[src/rtl/neuron_accumulator.sv]
`default_nettype none
// ============================================================================
// Module   : neuron_accumulator
// Purpose  : Reduces NUM_PE signed products per MAC group through a registered
//            adder tree, accumulates partial sums across groups with
//            saturation, and on neuron close rescales, rounds and saturates
//            the result before queueing it in a 2-entry BRAM write-back FIFO.
// Options  : NEURON_ACC_RELU_EN - when defined, negative results are written
//            as zero (applied after saturation).
// Revision : 1.0 - initial release
// ============================================================================
module neuron_accumulator #(
   parameter int NUM_PE    = 16,
   parameter int DATA_W    = 16,
   parameter int FRAC_BITS = 8,
   parameter int ACC_W     = 42,
   parameter int ADDR_W    = 16
) (
   input  logic                         clk,
   input  logic                         rst,
   input  logic [NUM_PE*2*DATA_W-1:0]   products_in,
   input  logic                         prod_valid,
   input  logic                         neuron_done,
   input  logic [ADDR_W-1:0]            out_addr,
   output logic                         acc_ready,
   output logic                         bram_wr_en,
   output logic [ADDR_W-1:0]            bram_wr_addr,
   output logic [DATA_W-1:0]            bram_wr_data,
   input  logic                         bram_wr_ready,
   output logic                         busy,
   output logic                         err_overflow
);

   localparam int LVL    = $clog2(NUM_PE);
   localparam int PROD_W = 2 * DATA_W;
   localparam int SUM_W  = PROD_W + LVL;
   localparam int INNER  = NUM_PE - 1;
   localparam int NODES  = 2 * NUM_PE - 1;

   localparam logic [ACC_W-1:0]         C_ACC_MAX = {1'b0, {(ACC_W-1){1'b1}}};
   localparam logic [ACC_W-1:0]         C_ACC_MIN = {1'b1, {(ACC_W-1){1'b0}}};
   localparam logic [DATA_W-1:0]        C_RES_MAX = {1'b0, {(DATA_W-1){1'b1}}};
   localparam logic [DATA_W-1:0]        C_RES_MIN = {1'b1, {(DATA_W-1){1'b0}}};
   localparam logic signed [ACC_W:0]    C_HALF    = (ACC_W+1)'(1) << (FRAC_BITS-1);

   // Tree stored as a heap: node i has children 2i+1 and 2i+2; the leaves are
   // the sign-extended products, every inner node is a register, so each tree
   // level is exactly one pipeline stage and node 0 is the final sum.
   logic signed [SUM_W-1:0]  node_w [NODES];
   logic signed [SUM_W-1:0]  node_q [INNER];

   // Per-stage control; index LVL-1 lines up with node_q[0].
   logic [LVL-1:0]           valid_q;
   logic [LVL-1:0]           close_q;
   logic [ADDR_W-1:0]        addr_q [LVL];

   logic signed [ACC_W-1:0]  acc_q;
   logic signed [ACC_W-1:0]  acc_d;
   logic signed [ACC_W:0]    acc_sum;
   logic signed [ACC_W:0]    rnd;
   logic signed [ACC_W:0]    shr;
   logic [DATA_W-1:0]        res_d;
   logic                     open_q;

   logic [ADDR_W-1:0]        fa_q [2];
   logic [DATA_W-1:0]        fd_q [2];
   logic                     wr_ptr_q;
   logic                     rd_ptr_q;
   logic [1:0]               count_q;
   logic [1:0]               count_d;
   logic                     push;
   logic                     pop;
   logic                     full;
   logic                     accept;
   logic                     acc_ready_q;
   logic                     err_q;

   // Assemble the heap view: registered inner nodes plus combinational leaves.
   always_comb begin
      for (int i = 0; i < INNER; i++) begin
         node_w[i] = node_q[i];
      end
      for (int k = 0; k < NUM_PE; k++) begin
         node_w[INNER + k] = SUM_W'($signed(products_in[k*PROD_W +: PROD_W]));
      end
   end

   // Adder tree registers: each inner node sums its two children.
   always_ff @(posedge clk or negedge rst) begin
      if (!rst) begin
         for (int i = 0; i < INNER; i++) begin
            node_q[i] <= '0;
         end
      end else begin
         for (int i = 0; i < INNER; i++) begin
            node_q[i] <= node_w[2*i+1] + node_w[2*i+2];
         end
      end
   end

   // Control shift register travelling alongside the tree data.
   always_ff @(posedge clk or negedge rst) begin
      if (!rst) begin
         valid_q <= '0;
         close_q <= '0;
         for (int s = 0; s < LVL; s++) begin
            addr_q[s] <= '0;
         end
      end else begin
         valid_q[0] <= prod_valid;
         close_q[0] <= neuron_done;
         addr_q[0]  <= out_addr;
         for (int s = 1; s < LVL; s++) begin
            valid_q[s] <= valid_q[s-1];
            close_q[s] <= close_q[s-1];
            addr_q[s]  <= addr_q[s-1];
         end
      end
   end

   // Saturating accumulate, then round-half-up rescale and result saturation.
   always_comb begin
      acc_sum = (ACC_W+1)'(acc_q);
      if (valid_q[LVL-1]) begin
         acc_sum = acc_sum + (ACC_W+1)'(node_q[0]);
      end
      if (acc_sum[ACC_W] != acc_sum[ACC_W-1]) begin
         acc_d = acc_sum[ACC_W] ? C_ACC_MIN : C_ACC_MAX;
      end else begin
         acc_d = acc_sum[ACC_W-1:0];
      end
      rnd = (ACC_W+1)'(acc_d) + C_HALF;
      shr = rnd >>> FRAC_BITS;
      if ((&shr[ACC_W:DATA_W-1]) || (~|shr[ACC_W:DATA_W-1])) begin
         res_d = shr[DATA_W-1:0];
      end else begin
         res_d = shr[ACC_W] ? C_RES_MIN : C_RES_MAX;
      end
`ifdef NEURON_ACC_RELU_EN
      if (res_d[DATA_W-1]) begin
         res_d = '0;
      end
`else
      res_d = res_d;
`endif
   end

   // Accumulator register: a close finalizes acc_d and starts the next neuron at 0.
   always_ff @(posedge clk or negedge rst) begin
      if (!rst) begin
         acc_q  <= '0;
         open_q <= 1'b0;
      end else if (close_q[LVL-1]) begin
         acc_q  <= '0;
         open_q <= 1'b0;
      end else begin
         acc_q <= acc_d;
         if (valid_q[LVL-1]) begin
            open_q <= 1'b1;
         end
      end
   end

   // FIFO handshake; a pop frees the head slot in the same cycle a push lands.
   always_comb begin
      push    = close_q[LVL-1];
      pop     = (count_q != 2'd0) && bram_wr_ready;
      full    = (count_q == 2'd2);
      accept  = push && (!full || pop);
      count_d = count_q;
      if (accept && !pop) begin
         count_d = count_q + 2'd1;
      end else if (!accept && pop) begin
         count_d = count_q - 2'd1;
      end
   end

   // Write-back FIFO storage, pointers, ready flag and sticky overflow.
   always_ff @(posedge clk or negedge rst) begin
      if (!rst) begin
         fa_q[0]     <= '0;
         fa_q[1]     <= '0;
         fd_q[0]     <= '0;
         fd_q[1]     <= '0;
         wr_ptr_q    <= 1'b0;
         rd_ptr_q    <= 1'b0;
         count_q     <= 2'd0;
         acc_ready_q <= 1'b0;
         err_q       <= 1'b0;
      end else begin
         if (accept) begin
            fa_q[wr_ptr_q] <= addr_q[LVL-1];
            fd_q[wr_ptr_q] <= res_d;
            wr_ptr_q       <= ~wr_ptr_q;
         end
         if (pop) begin
            rd_ptr_q <= ~rd_ptr_q;
         end
         count_q     <= count_d;
         acc_ready_q <= !full;
         if (push && full && !pop) begin
            err_q <= 1'b1;
         end
      end
   end

   assign bram_wr_en   = (count_q != 2'd0);
   assign bram_wr_addr = fa_q[rd_ptr_q];
   assign bram_wr_data = fd_q[rd_ptr_q];
   assign acc_ready    = acc_ready_q;
   assign err_overflow = err_q;
   assign busy         = (|valid_q) || (|close_q) || open_q || bram_wr_en;

endmodule
`default_nettype wire

[config.mk]
export PLATFORM = sky130hd
export DESIGN_NAME = neuron_accumulator
export DESIGN_NICKNAME = d
export VERILOG_FILES = /design/src/rtl/neuron_accumulator.sv
export SDC_FILE = /design/constraint.sdc
export NUM_CORES = 2
export LEC_CHECK = 0
export ABC_AREA = 1
export BUFFER_PORTS_ARGS = -buffer_cell sky130_fd_sc_hd__buf_2
export CAP_MARGIN = 5
export CORE_ASPECT_RATIO = 0.9
export CORE_MARGIN = 5
export CORE_UTILIZATION = 43
export CTS_CLUSTER_DIAMETER = 60
export CTS_CLUSTER_SIZE = 14
export DETAILED_ROUTE_END_ITERATION = 7
export PLACE_DENSITY_LB_ADDON = 0.1
export REMOVE_ABC_BUFFERS = 1
export SYNTH_ARGS = -nofsm -noshare
export SYNTH_HDL_FRONTEND = slang
export SYNTH_SLANG_ARGS = --single-unit
[constraint.sdc]
create_clock -name clk -period 6.7 [get_ports clk]
set_input_delay 0.67 -clock clk [delete_from_list [all_inputs] [get_ports clk]]
set_output_delay 0.67 -clock clk [all_outputs]
set_load 0.02 [all_outputs]
* Word-level counts from Yosys, hierarchy flattened
Cells that the tools add are included.
Storage, ports and cells: word-level logic and storage cells 103, register bits 701
Operators by class: multiplexer cells 20, $add $sub $neg 19, eq/ne operators 2, bitwise gates (word level) 4, reductions and logical operators 23, order comparisons 3
Operator list (count):
- $add 32x32->33 | 8
- $mux 16 | 9
- $add 33x33->34 | 4
- $mux 42 | 3
- $add 36x36->36 | 3
- $bwmux 32 | 2
- $add 42x36->43 | 1
- $add 42x9->43 const B | 1
- $mux 43 | 1
- $reduce_and 20->1 | 1
- $reduce_or 20->1 | 1
- $demux 16 s1 | 1
- $reduce_or 4->1 | 2
- $logic_and 1x1->1 | 7
- $reduce_bool 2->1 | 3
- $logic_or 1x1->1 | 5
- $ge 2x2->1 const B | 2
- $logic_not 1->1 | 4
- $mux 2 | 2
- $not 1->2 | 2
- $add 2x1->2 const B | 1
- $eq 2x2->1 const B | 1
- $lt 2x1->1 const B | 1
- $mux 1 | 2
- 3 further kinds | 4

* Logic depth before layout (Yosys ltp)
depth after elaboration 10, gate-level depth with buffers 46, gate-level depth less buffers 41

* Worst setup path before layout
Ideal clock, no wire load.
path type register to register, start point register node_q[510] in the netlist's numbering, end point register fd_q[10] in the netlist's numbering, stages on the path, launching flop included 41, required time 6.584 ns, buffers on the path 6, path slack 1.373 ns, arrival 5.211 ns, path through dfrtp_1 ha_1 a21oi_1 o21ai_1 inv_1 nand3_1 nand2_1 nand2_1 nand2_1 nand2_1 nand3_1 nand2_1 o21ai_0 nand2_1 ha_1 inv_1 buf_2 nand3_4 [5 not listed] inv_1 ha_1 inv_1 a21oi_1 nand3_1 nor2_4 nand2_4 nor2_4 nand2_2 o21bai_1 nand3_1 nor2_1 nand3_2 nand3_2 buf_12 nand2_2 nand2_1 nand2_1
On the way: longest elaborated chain between the ends 10, elaborated cells on any way between the ends 13, classes of those cells add/sub: 2; eq/ne: 1; mux: 6; reduce/logical: 4
RTL lines:
- start: declaration | RTL line 50 | logic signed [SUM_W-1:0] node_q [INNER];
- start signal: indexed assignment | RTL line 96 | node_q[i] <= node_w[2*i+1] + node_w[2*i+2];
- $add 42x36->43 * | RTL line 125 | acc_sum = acc_sum + (ACC_W+1)'(node_q[0]);
- $mux 43 * | RTL line 124 | if (valid_q[LVL-1]) begin
- $mux 42 or $ne 1x1->1 (tied branches) | RTL line 128, 127
- $mux 42 * | RTL line 127 | if (acc_sum[ACC_W] != acc_sum[ACC_W-1]) begin
- $add 42x9->43 * | RTL line 132 | rnd = (ACC_W+1)'(acc_d) + C_HALF;
- $reduce_or 20->1 | RTL line 134 | if ((&shr[ACC_W:DATA_W-1]) || (~|shr[ACC_W:DATA_W-1])) begin
- $logic_not 1->1 | RTL line 134
- $logic_or 1x1->1 | RTL line 134
- $mux 16 * | RTL line 134
- $bwmux 32 * | RTL line 193 | fd_q[wr_ptr_q] <= res_d;
- end signal: indexed assignment | RTL line 193
- end: declaration | RTL line 66 | logic [DATA_W-1:0] fd_q [2];
Mark *: on every way between the ends. The rest lies on a longest branch, timed or not. A chain may end at the register's enable or synchronous reset.

* Worst setup path after layout
start point register acc_q[18], end point register fd_q[1] in the netlist's numbering
On the way: longest elaborated chain between the ends 10, elaborated cells on any way between the ends 13, classes of those cells add/sub: 2; eq/ne: 1; mux: 6; reduce/logical: 4
RTL lines:
- start: declaration | RTL line 57 | logic signed [ACC_W-1:0] acc_q;
- start signal: assignment | RTL line 151 | acc_q <= '0;
- start signal: assignment | RTL line 154 | acc_q <= '0;
- start signal: assignment | RTL line 157 | acc_q <= acc_d;
- $add 42x36->43 | RTL line 125
- $mux 43 * | RTL line 124
- $mux 42 or $ne 1x1->1 (tied branches) | RTL line 128, 127
- $mux 42 * | RTL line 127
- $add 42x9->43 * | RTL line 132
- $reduce_or 20->1 | RTL line 134
- $logic_not 1->1 | RTL line 134
- $logic_or 1x1->1 | RTL line 134
- $mux 16 * | RTL line 134
- $bwmux 32 * | RTL line 193
Marked as above.

==> results.cfg <==
[power_and_ir_drop]
switching_power_mw = 12.5
clkPwrFrac = 0.153
power_frac_comb = 0.594
leakage_nw = 27.0
intPower_mw = 13.2
ir_worst_vdd_v = 0.000264
total_power_mw = 25.6
power_density_nw_per_um2 = 488
power.share.switching = 0.486
pwr-share-seq = 0.253

[final_layout]
area.growth.synth_to_final_pct = 14.8
fillers = 10400
drive_gt1_frac = 0.129
final_nets = 7155
fin_util = 0.497

[grt]
grt_pass1_vias = 38200
grt_max_degree = 161
gr-usage-met2 = 0.370
grt_pass1_wl_um = 205000
grt_overflow = 0
grtUsageMet3 = 0.0310
grtUsageTotal = 0.224
grt_busiest_layer = met2
use_met1 = 0.317
antenna_found_initial = 10

[clocking]
postCtsResizedCells = 0
clock-sinks = 693
ctsRootBufferMaster = clkbuf_16
post_cts_buffers = 0
clk_pin_slew_ps = 60
numCtsBuffers = 72
postCtsHoldBufs = 0
cts_tree = built
htree_levels = 3
clkLatencyLatePin_ps = 620
cts_buffer_depth = 3

[synth]
yosys_warnings = 0
ys_seq_area_frac = 0.380
ys_types = 50
synthFlopType = dfrtp_1
yosysTopAreaCell = dfrtp_1
synth_area_leaders = dfrtp_1 (38%), ha_1 (15%), nand2_1 (10%)
ys_top_cells_by_count = nand2_1 (1232), dfrtp_1 (693), a21oi_1 (606)
post-synth-top-count-cell = nand2_1
synth.cell_area_um2 = 45600
synthArstFlopShare = 1.00
ys_seq_elements = 693
yosysTopAreaCellShare = 0.380
synth_edf_count = 0
syn_avg_cell_area_um2 = 8.35
syn_inst = 5470

[worst_setup_path]
worst-path-max-fanout = 15
crit_end = fd_q[1]
reg2reg_from = acc_q[18]
max_stage_delay_ps = 470
reg2reg_to = fd_q[1]
critPathKind = register to register
crit_start = acc_q[18]
reg2reg_slack_ps = 720
cp.arrival_ps = 6540
crit_path_end_kind = register
start_kind = register
crit_path_frequent_cell = nand2_1
rr_worst_depth = 36
slowest_stage = ha_1
crit_required_ps = 7260

[place]
numPortBuffers = 568
gp_congestion = 0.954
place_ws_ps = 709
post-dp-hpwl_um = 105000

[timing]
rsz0062_at_grt = false
fmax_ghz = 0.167
hold_slack_ps = 62.6
slew_violations = 0
fin_crit_ps = 5980
finClkSkew_ps = 24.0
hold_viol = 0
relSlewSlack = 0.252
worst_pin_slew_ps = 1110
setup_slack_ps = 720
setup_viol = 0
period_share = 0.893
fin_tns_setup_ps = 0

[hold_path]
hp-class = primary input to asynchronous set/reset pin

[floorplan]
die_x_um = 353
fp.dieArea_um2 = 113000
floorplan.initialDensity = 0.433
io_pins = 569
die_h_um = 319
rows = 113
core_area_um2 = 105000

[drt]
ant_nets = 0
post_drt_wl_per_cell_um = 17.0
drt_iter0_markers = 2263
drtPass1Iterations = 5
num_vias = 38100
drcViolationCount = 0
drt-total-wl_um = 128000
vias_per_cell = 5.08

[run_status]
outcome = finished, final reports clean

[job]
drv_cap = 0
-- layout make-up --
| cell class | instances | area (µm²) | share of cell area |
|---|---|---|---|
| sequential | 693 | 17300 | 0.331 |
| clock buffer | 86 | 2000 | 0.0381 |
| multi-input combinational | 4142 | 25900 | 0.493 |
| timing repair buffer | 585 | 3040 | 0.0580 |
| inverter | 576 | 2160 | 0.0412 |
| antenna | 4 | 10.0 | 0.000191 |
| clock inverter | 30 | 289 | 0.00551 |
| tap | 1380 | 1730 | 0.0329 |
-- worst min path at each step --
| stage | start | endpoint |
|---|---|---|
| floorplan | addr_q[16] | addr_q[0] |
| global placement | addr_q[41] | addr_q[25] |
| detailed placement | addr_q[16] | addr_q[0] |
| CTS | rst | node_q[4] |
| global route | out_addr[13] | addr_q[61] |
| finish | rst | node_q[109] |
-- power groups by stage --
stage	sequential, mW	clock, mW	combinational, mW
2_1_floorplan	6.25	0	10.6
3_3_place_gp	6.56	0	15.2
3_5_place_dp	6.57	0	15.1
4_1_cts	6.50	4.05	15.2
5_1_grt	6.62	4.23	17.1
6_report	6.48	3.92	15.2
-- critical path, delay by kind of cell (launching register included) --
kind,cells,cell delay (ps)
AO/OA/AOI/OAI,7,1370
adder cells (fa/ha/maj),3,940
buffers and inverters,4,460
flip-flops,1,400
AND/OR/NAND/NOR,22,2740
-- flip-flops by register name, indices dropped and copies added, names as in the netlist --
name          cells
close_q           4
count_q           2
node_q          508
fd_q             32
wr_ptr_q          1
open_q            1
addr_q           64
valid_q           4
fa_q             32
rd_ptr_q          1
acc_ready         1
err_overflow      1
acc_q            42
-- cell usage in the layout, fill, tap and decap left out, types with 6 or more instances in the layout --
| master | n |
|---|---|
| nand2_1 | 1232 |
| dfrtp_1 | 692 |
| a21oi_1 | 605 |
| buf_2 | 567 |
| inv_1 | 566 |
| ha_1 | 536 |
| nor2_1 | 352 |
| xor2_1 | 336 |
| o21ai_0 | 246 |
| nand3_1 | 161 |
| xnor2_1 | 161 |
| a31oi_1 | 77 |
| clkbuf_16 | 75 |
| nand4_1 | 61 |
| nand2_2 | 34 |
| o21bai_1 | 33 |
| o21ai_1 | 33 |
| o21a_1 | 32 |
| a21boi_0 | 31 |
| a211oi_1 | 27 |
| nand3b_1 | 22 |
| o211ai_1 | 22 |
| nor3_1 | 22 |
| fa_1 | 16 |
| nor2_2 | 14 |
| a21boi_1 | 14 |
| a21o_1 | 12 |
| buf_4 | 12 |
| nor2_4 | 10 |
| nand3_2 | 10 |
| inv_2 | 8 |
| nor4_1 | 8 |
| clkbuf_8 | 8 |
| inv_6 | 7 |
| and2_1 | 6 |
| clkinvlp_4 | 6 |
| clkinv_2 | 6 |
-- routing by layer --
| metal | wire length (µm) | vias to the layer above | part of all wire |
|---|---|---|---|
| met5 | 61 | - | 0.00048 |
| li1 | - | 19400 | - |
| met4 | 2300 | 8 | 0.018 |
| met3 | 6030 | 136 | 0.047 |
| met2 | 58500 | 791 | 0.46 |
| met1 | 60700 | 17700 | 0.48 |
-- per-stage QoR --
step	instance area [µm²]	cells
6_report	52400	7496
5_1_grt	52400	7493
4_1_cts	52400	7492
3_5_place_dp	50100	7376
3_3_place_gp	50100	7376
2_1_floorplan	45300	5411
-- logic make-up after synthesis --
family	synth area share
DFF	0.380
AOI/OAI and AO/OA	0.138
adders and majority gates	0.154
xor gates and xnor gates	0.0954
buffers and inverters	0.0540
and+or+nand+nor	0.179
No activity file was read; power rests on OpenSTA's default activity.
